==> src/rtl/mul4_seq_ctrl.sv <==
// 4x4 unsigned shift-and-add multiplier with a TEST/ADD/SHIFT control FSM.
// One partial-product bit is retired per SHIFT; product updates only on completion.
module mul4_seq_ctrl (
    input  logic       clk,
    input  logic       rst,
    input  logic       start,
    input  logic [3:0] a,
    input  logic [3:0] b,
    output logic       busy,
    output logic       done,
    output logic [7:0] product,
    output logic [2:0] state,
    output logic       sh_s1,
    output logic       sh_s0,
    output logic       acc_ld,
    output logic       cnt_en,
    output logic [1:0] cnt
);

    typedef enum logic [2:0] {
        IDLE  = 3'd0,
        TEST  = 3'd1,
        ADD   = 3'd2,
        SHIFT = 3'd3,
        DONE  = 3'd4
    } state_e;

    state_e     state_q;
    logic [3:0] mcand_q;
    logic [7:0] p_q;
    logic       c_q;
    logic [1:0] cnt_q;
    logic [7:0] product_q;

    logic [4:0] sum_d;
    logic [7:0] p_shift_d;

    // The upper half plus multiplicand keeps its carry so 15*15 cannot overflow.
    assign sum_d     = {1'b0, p_q[7:4]} + {1'b0, mcand_q};
    assign p_shift_d = {c_q, p_q[7:1]};

    // NOTE: all state updates use non-blocking assignments so every branch
    // reads the pre-edge values of p_q, c_q and cnt_q.
    always_ff @(posedge clk) begin
        if (rst) begin
            state_q   <= IDLE;
            mcand_q   <= 4'd0;
            p_q       <= 8'd0;
            c_q       <= 1'b0;
            cnt_q     <= 2'd0;
            product_q <= 8'd0;
        end else begin
            case (state_q)
                IDLE: begin
                    if (start) begin
                        mcand_q <= a;
                        p_q     <= {4'b0, b};
                        c_q     <= 1'b0;
                        cnt_q   <= 2'd0;
                        state_q <= TEST;
                    end
                end
                TEST: state_q <= p_q[0] ? ADD : SHIFT;
                ADD: begin
                    c_q      <= sum_d[4];
                    p_q[7:4] <= sum_d[3:0];
                    state_q  <= SHIFT;
                end
                SHIFT: begin
                    p_q <= p_shift_d;
                    c_q <= 1'b0;
                    if (cnt_q == 2'd3) begin
                        product_q <= p_shift_d;
                        state_q   <= DONE;
                    end else begin
                        cnt_q   <= cnt_q + 2'd1;
                        state_q <= TEST;
                    end
                end
                DONE:    state_q <= IDLE;
                default: state_q <= IDLE;
            endcase
        end
    end

    // NOTE: every strobe gets a default first so no path leaves it unassigned
    // and no latch is inferred.
    always_comb begin
        sh_s1  = 1'b0;
        sh_s0  = 1'b0;
        acc_ld = 1'b0;
        cnt_en = 1'b0;
        case (state_q)
            IDLE: begin
                sh_s1 = start && !rst;
                sh_s0 = start && !rst;
            end
            ADD:   acc_ld = 1'b1;
            SHIFT: begin
                sh_s0  = 1'b1;
                cnt_en = 1'b1;
            end
            default: ;
        endcase
    end

    assign state   = state_q;
    assign busy    = (state_q != IDLE);
    assign done    = (state_q == DONE);
    assign product = product_q;
    assign cnt     = cnt_q;

endmodule

==> config.mk <==
export PLATFORM = sky130hd
export DESIGN_NAME = mul4_seq_ctrl
export DESIGN_NICKNAME = d
export VERILOG_FILES = /design/src/rtl/mul4_seq_ctrl.sv
export SDC_FILE = /design/constraint.sdc
export NUM_CORES = 1
export LEC_CHECK = 0
export CAP_MARGIN = 20
export CORE_MARGIN = 2
export CORE_UTILIZATION = 43
export CTS_CLUSTER_SIZE = 25
export DETAILED_ROUTE_END_ITERATION = 16
export PLACE_DENSITY = 0.73
export SETUP_SLACK_MARGIN = 0.4
export SLEW_MARGIN = 20
export SYNTH_ARGS = -nofsm -noshare
export SYNTH_HDL_FRONTEND = slang
export SYNTH_SLANG_ARGS = --single-unit
==> constraint.sdc <==
create_clock -name clk -period 2.1 [get_ports clk]
set_clock_uncertainty 0.2 [all_clocks]
set_input_delay 0.63 -clock clk [delete_from_list [all_inputs] [get_ports clk]]
set_output_delay 0.63 -clock clk [all_outputs]
set_load 0.01 [all_outputs]
==> metrics.cfg, run 1 <==
[status]
outcome = finished with violations
violations = negative setup slack

[clocking]
root_buffer = clkbuf_4
hold_buffers = 0
cts.sinks = 26
cts.path.max_buffers = 2
clk_latency_ns = 0.36
cts_tree = done
cts_buffers = 3
h-tree-depth = 1
cts.clk_slew.worst_paths_ns = 0.17

[setup_path]
rr_worst_depth = 9
arrival_ns = 1.55
critPathKind = reg2out
path_max_fanout = 3
crit_end = sh_s0
startpoint = state[0]
worstPathRequired_ns = 1.27
startpoint_type = flip-flop
crit_path_end_kind = output port
reg2reg_to = p_q[3]
reg2reg_from = state[2]
reg2reg_setup_slack_ns = 0

[timing]
finalWorstSetupSlack_ns = -0.281
tightest_slew_ns = 0.425
slew_headroom = 0.715
setup_viol = 6
timing.fmax_ghz = 0.420
drv_slew = 0
rsz0062_at_grt = yes
period_needed_ns = 2.38
timing.hold.ws_ns = 0.275
hold_violations = 0
timing.setup.tns_ns = -1.03
period_share = 1.13

[logic_synthesis]
synth_edf_count = 0
yosysMostFrequentCell = nand2_1
yosysTopAreaCellShare = 0.421
yosys_register_bits = 26
synth_largest_area_cell = dfxtp_1
netlist_area_um2 = 1240
seq_area_frac_synth = 0.421
synthFlopType = dfxtp_1
synth_nets = 166
yosysUniqueCellTypes = 38
syn_inst = 149
ys_warn_count = 0
synth.area.top_cells = dfxtp_1, nand2_1, a21oi_1
syn_avg_cell_area_um2 = 8.30
netlist_top_cells_count = nand2_1, dfxtp_1, a21oi_1
ys_async_sr_fraction = 0

[drt]
first_pass_iters = 4
vias = 1465
routedWlPerCell_um = 19.2
drt_iter0_drc = 77
drtAntennaViolNets = 0
via_per_inst = 5.81
drc = 0
routed_wirelength_mm = 4.84

[power]
power.switching_mw = 0.459
sequentialPowerShare = 0.389
netSwitchingFraction = 0.316
clock_power_share = 0.259
power.total_mw = 1.45
intPower_mw = 0.993
power.leakage_nw = 0.941
ir_worst_vdd_uv = 734
p_per_area_nw_per_um2 = 666
power_frac_comb = 0.352

[global_routing]
grt.overflow.total = 0
grt_max_degree = 27
grt_pass1_wl_mm = 6.35
grt_usage = 0.248
grt_pass1_vias = 1356
antenna_found_initial = 0

[layout]
stdcell_area_um2 = 2180
drive_gt1_frac = 0.661
diodes = 0
nets = 239
final_util = 0.798
areaGrowthSynthToFinish_pct = 76.3
fillerInstances = 151
stdcell_count = 252

[floorplan]
core_um2 = 2730
die_w_um = 57.6
ios = 30
initial_utilization = 0.453
rows = 19
die_area_um2 = 3320
die_y_um = 57.6

[job]
cap_viol_max_count = 0

[place]
dp_slack_ns = -1.03
numPortBuffers = 29
place_congestion = 0.812
hpwl_mm = 2.30
dp_cells = 214
postPlaceCellArea_um2 = 1650

[worst_hold_path]
worst_hold_path.num_cells = 2
hold_path_class = reg2reg

## power by group through the flow
| stage | sequential, mW | clock (mW) | combinational, mW |
|---|---|---|---|
| 6_report | 0.565 | 0.376 | 0.510 |
| 5_1_grt | 0.569 | 0.390 | 0.541 |
| 4_1_cts | 0.558 | 0.355 | 0.411 |
| 3_5_place_dp | 0.565 | 0 | 0.315 |
| 3_3_place_gp | 0.564 | 0 | 0.302 |
| 2_1_floorplan | 0.569 | 0 | 0.186 |
## critical path, cell delays in order (launching register included)
cell     delay [ns]
dfxtp_2        0.37
or4b_4         0.56
o21ai_2        0.12
buf_2          0.14
## worst min path at each step
stage	to	slack (ns)	startpoint
after floorplan	p_q[0]	0.24	p_q[0]
after global placement	product[5]	0.24	product[5]
after detailed placement	product[6]	0.25	product[6]
after CTS	product[6]	0.27	product[6]
after global routing	product[3]	0.28	product[3]
final	product[3]	0.28	product[3]
## repair_timing
| action | CTS | global route |
|---|---|---|
| resized for setup | 132 | 47 |
| pin swaps | 13 | 34 |
| setup endpoints to repair | 42 | 31 |
| setup buffers | 19 | 15 |
## cell type report
class / instances / area (µm²) / share of cell area
tap: 31 / 38.8 / 0.0178
clock inverter: 1 / 30.0 / 0.0138
inverter: 8 / 32.5 / 0.0149
sequential: 26 / 546 / 0.250
timing repair buffer: 76 / 653 / 0.299
multi-input combinational: 107 / 860 / 0.394
clock buffer: 3 / 22.5 / 0.0103
## flip-flops by register name (all words and copies together) (netlist names)
name / count
mcand_q: 4
product: 8
state: 3
p_q: 8
cnt: 2
c_q: 1
## cell usage in the layout (no fill, tap or decap), types with 2 or more instances in the layout
cell type / n
nor2b_2: 2
o22ai_1: 2
inv_2: 2
clkbuf_4: 3
ha_1: 4
buf_4: 33
a21oi_2: 15
nor2_1: 3
o21ai_1: 3
buf_8: 3
a221oi_1: 2
dfxtp_1: 10
buf_2: 14
dfxtp_2: 14
nand2_4: 2
inv_1: 5
clkdlybuf4s50_1: 9
a22oi_2: 4
nand2_2: 18
dfxtp_4: 2
nor2_4: 2
a21oi_1: 8
nand2_1: 15
buf_6: 16
## metal layers
layer	track usage	part of all wire	wire, µm
met5	0	0	0
met4	0.113	0.045	216
met2	0.427	0.50	2410
met1	0.307	0.39	1870
met3	0.0335	0.071	341
## cells by family (layout without fill, tap and decap cells)
kind of cell	after synthesis	after routing	share of synthesized area
flops	26	26	0.421
simple gates	53	53	0.202
mux	2	2	0.0172
fa+ha+maj	6	6	0.0667
buf+inv	16	88	0.0607
xor+xnor	3	3	0.0212
compound gates	43	43	0.211
No activity file was read; power rests on OpenSTA's default activity.
==> inputs of run 2 (changes only) <==
--- a/config.mk
+++ b/config.mk
@@ -5,6 +5,7 @@
 export SDC_FILE = /design/constraint.sdc
 export NUM_CORES = 1
 export LEC_CHECK = 0
+export ABC_CLOCK_PERIOD_IN_PS = 2100
 export CAP_MARGIN = 20
 export CORE_MARGIN = 2
 export CORE_UTILIZATION = 43
==> results of run 2 <==
Same layout as run 1: the final DEF is identical, and so are final timing and power.
==> inputs of run 3 (changes only) <==
--- a/config.mk
+++ b/config.mk
@@ -7,13 +7,13 @@
 export LEC_CHECK = 0
 export ABC_CLOCK_PERIOD_IN_PS = 2100
 export CAP_MARGIN = 20
-export CORE_MARGIN = 2
+export CORE_MARGIN = 10
 export CORE_UTILIZATION = 43
 export CTS_CLUSTER_SIZE = 25
 export DETAILED_ROUTE_END_ITERATION = 16
 export PLACE_DENSITY = 0.73
 export SETUP_SLACK_MARGIN = 0.4
-export SLEW_MARGIN = 20
+export SLEW_MARGIN = 15
 export SYNTH_ARGS = -nofsm -noshare
 export SYNTH_HDL_FRONTEND = slang
 export SYNTH_SLANG_ARGS = --single-unit
==> metrics.cfg, run 3 (synthesized netlist as in run 1, its figures left out) <==
[status]
outcome = finished with violations
violations = negative setup slack

[setup_path]
worstPathRequired_ns = 1.27  ; about the same
crit_path_end_kind = output port
path_max_fanout = 3  ; unchanged
worst_path_max_delay_cell = or4b_4
crit_path_max_incr_delay_ns = 0.57  ; about the same
startpoint_type = flip-flop
arrival_ns = 1.58  ; +0.03 ns
critPathKind = reg2out
crit_path_cell_trace = or4b_4 > o21ai_2 > buf_2

[timing]
hold_violations = 0  ; unchanged
slew_headroom = 0.782  ; +0.0669
setup_viol = 6  ; unchanged
rsz0062_at_grt = yes
finalWorstSetupSlack_ns = -0.307  ; -0.0263 ns
drv_slew = 0  ; unchanged
period_needed_ns = 2.41  ; +0.0263 ns
period_share = 1.15  ; +0.0125
timing.fmax_ghz = 0.415  ; -1.1%
tightest_slew_ns = 0.326  ; -0.0988 ns

[layout]
nets = 240  ; +0.42%
areaGrowthSynthToFinish_pct = 84.9
final_cell_mix = buf_6, buf_4, nand2_1
drive_gt1_frac = 0.680  ; +0.0195
diodes = 0  ; unchanged
fillerInstances = 147  ; -2.6%
final_common_cell = buf_6
final_util = 0.830  ; +0.0317

[clocking]
h-tree-depth = 1  ; unchanged
hold_buffers = 0  ; unchanged
cts.path.max_buffers = 2  ; unchanged
cts_tree = done
cts_buffers = 3  ; unchanged
root_buffer = clkbuf_4
cts.sinks = 26  ; unchanged
clk_latency_ns = 0.33  ; -0.03 ns
cts.clk_slew.worst_paths_ns = 0.14  ; -0.03 ns

[floorplan]
die_area_um2 = 5420  ; +63%
core_um2 = 2760  ; +0.87%
ios = 30  ; unchanged
die_w_um = 73.6  ; +28%
initial_utilization = 0.449  ; -0.00390
die_y_um = 73.6  ; +28%
rows = 19  ; unchanged

[power]
ir_worst_vdd_uv = 737  ; +0.47%
p_per_area_nw_per_um2 = 668  ; +0.41%
power.leakage_nw = 0.995  ; +5.7%
netSwitchingFraction = 0.309  ; -0.00693
sequentialPowerShare = 0.370  ; -0.019
power.switching_mw = 0.473  ; +3.0%
intPower_mw = 1.06  ; +6.4%
power_frac_comb = 0.403  ; +0.051
power.total_mw = 1.53  ; +5.3%
clock_power_share = 0.227  ; -0.032

[drt]
met1Wirelength_mm = 1.98  ; +6.1%
wl_met2_mm = 2.65  ; +10%
drtAntennaViolNets = 0  ; unchanged
highest_layer = met4
routedWlPerCell_um = 20.1  ; +4.7%
dr_wl_met3_um = 283  ; -17%
via_per_inst = 5.62  ; -3.3%
drc = 0  ; unchanged
drt_iter0_drc = 112  ; +45%
first_pass_iters = 4  ; unchanged
vias = 1422  ; -2.9%
routed_wirelength_mm = 5.08  ; +5.1%

[global_routing]
grt_usage = 0.148  ; -0.0999
grt_max_degree = 16  ; -41%
grt_pass1_wl_mm = 6.47  ; +1.8%
antenna_found_initial = 0  ; unchanged
grt.overflow.total = 0  ; unchanged
grt_pass1_vias = 1331  ; -1.8%

[place]
hpwl_mm = 2.36  ; +2.6%
place_congestion = 0.884  ; +8.9%
numPortBuffers = 29  ; unchanged

[job]
cap_viol_max_count = 0  ; unchanged

[worst_hold_path]
hold_path_class = reg2reg

run 3: critical path: cells and delay by family (launching register included):
kind                   cells  cell delay (ns)
AOI/OAI and AO/OA          1             0.15
DFF                        1             0.37
and+or+nand+nor            1             0.57
buffers and inverters      1             0.16
run 3: power groups by stage:
stage / clock network (mW) / logic, mW / registers (mW)
2_1_floorplan: 0 / 0.186 / 0.569
3_3_place_gp: 0 / 0.304 / 0.564
3_5_place_dp: 0 / 0.310 / 0.565
4_1_cts: 0.357 / 0.450 / 0.555
5_1_grt: 0.372 / 0.651 / 0.569
6_report: 0.347 / 0.617 / 0.565
run 3: repair_timing:
item	CTS	global route
setup buffers	20	15
setup endpoints to repair	42	31
pin swaps	14	30
resized for setup	141	55
run 3: path summary, 6_finish.rpt:
path / startpoint / to / slack (ns) / cells after the start
worst max-delay path: state[0] / sh_s0 / -0.31 / 3
worst min-delay path: product[1] / product[1] / 0.27 / 2
worst max register to register: state[0] / p_q[7] / 0.12 / 10
worst min register to register: product[1] / product[1] / 0.27 / 2
run 3: stage by stage:
step | instances | hold slack (ns) | cell area [µm²] | setup WS (ns) | setup TNS (ns)
6_report | 253 | 0.267 | 2290 | -0.307 | -1.21
3_5_place_dp | 214 | 0.250 | 1650 | -1.03 | -3.97
3_3_place_gp | 214 | 0.246 | 1650 | -1.03 | -3.50
4_1_cts | 238 | 0.264 | 1970 | -0.259 | -0.750
2_1_floorplan | 149 | 0.236 | 1280 | -0.0883 | -0.147
5_1_grt | 253 | 0.293 | 2290 | -0.362 | -1.50
run 3: area by class of cell:
type | instances | area (µm²) | area share
inverters | 8 | 32.5 | 0.0142
multi-input cells | 107 | 925 | 0.404
clock inverters | 1 | 30.0 | 0.0131
well taps | 31 | 38.8 | 0.0169
repair buffers | 77 | 696 | 0.304
clock buffers | 3 | 22.5 | 0.00984
flip-flops and latches | 26 | 544 | 0.238
run 3: routing by layer:
layer | vias up | global-route usage
met1 | 693 | 0.174
met5 | - | 0
li1 | 661 | -
met2 | 54 | 0.259
met3 | 14 | 0.0283
met4 | 0 | 0.0497
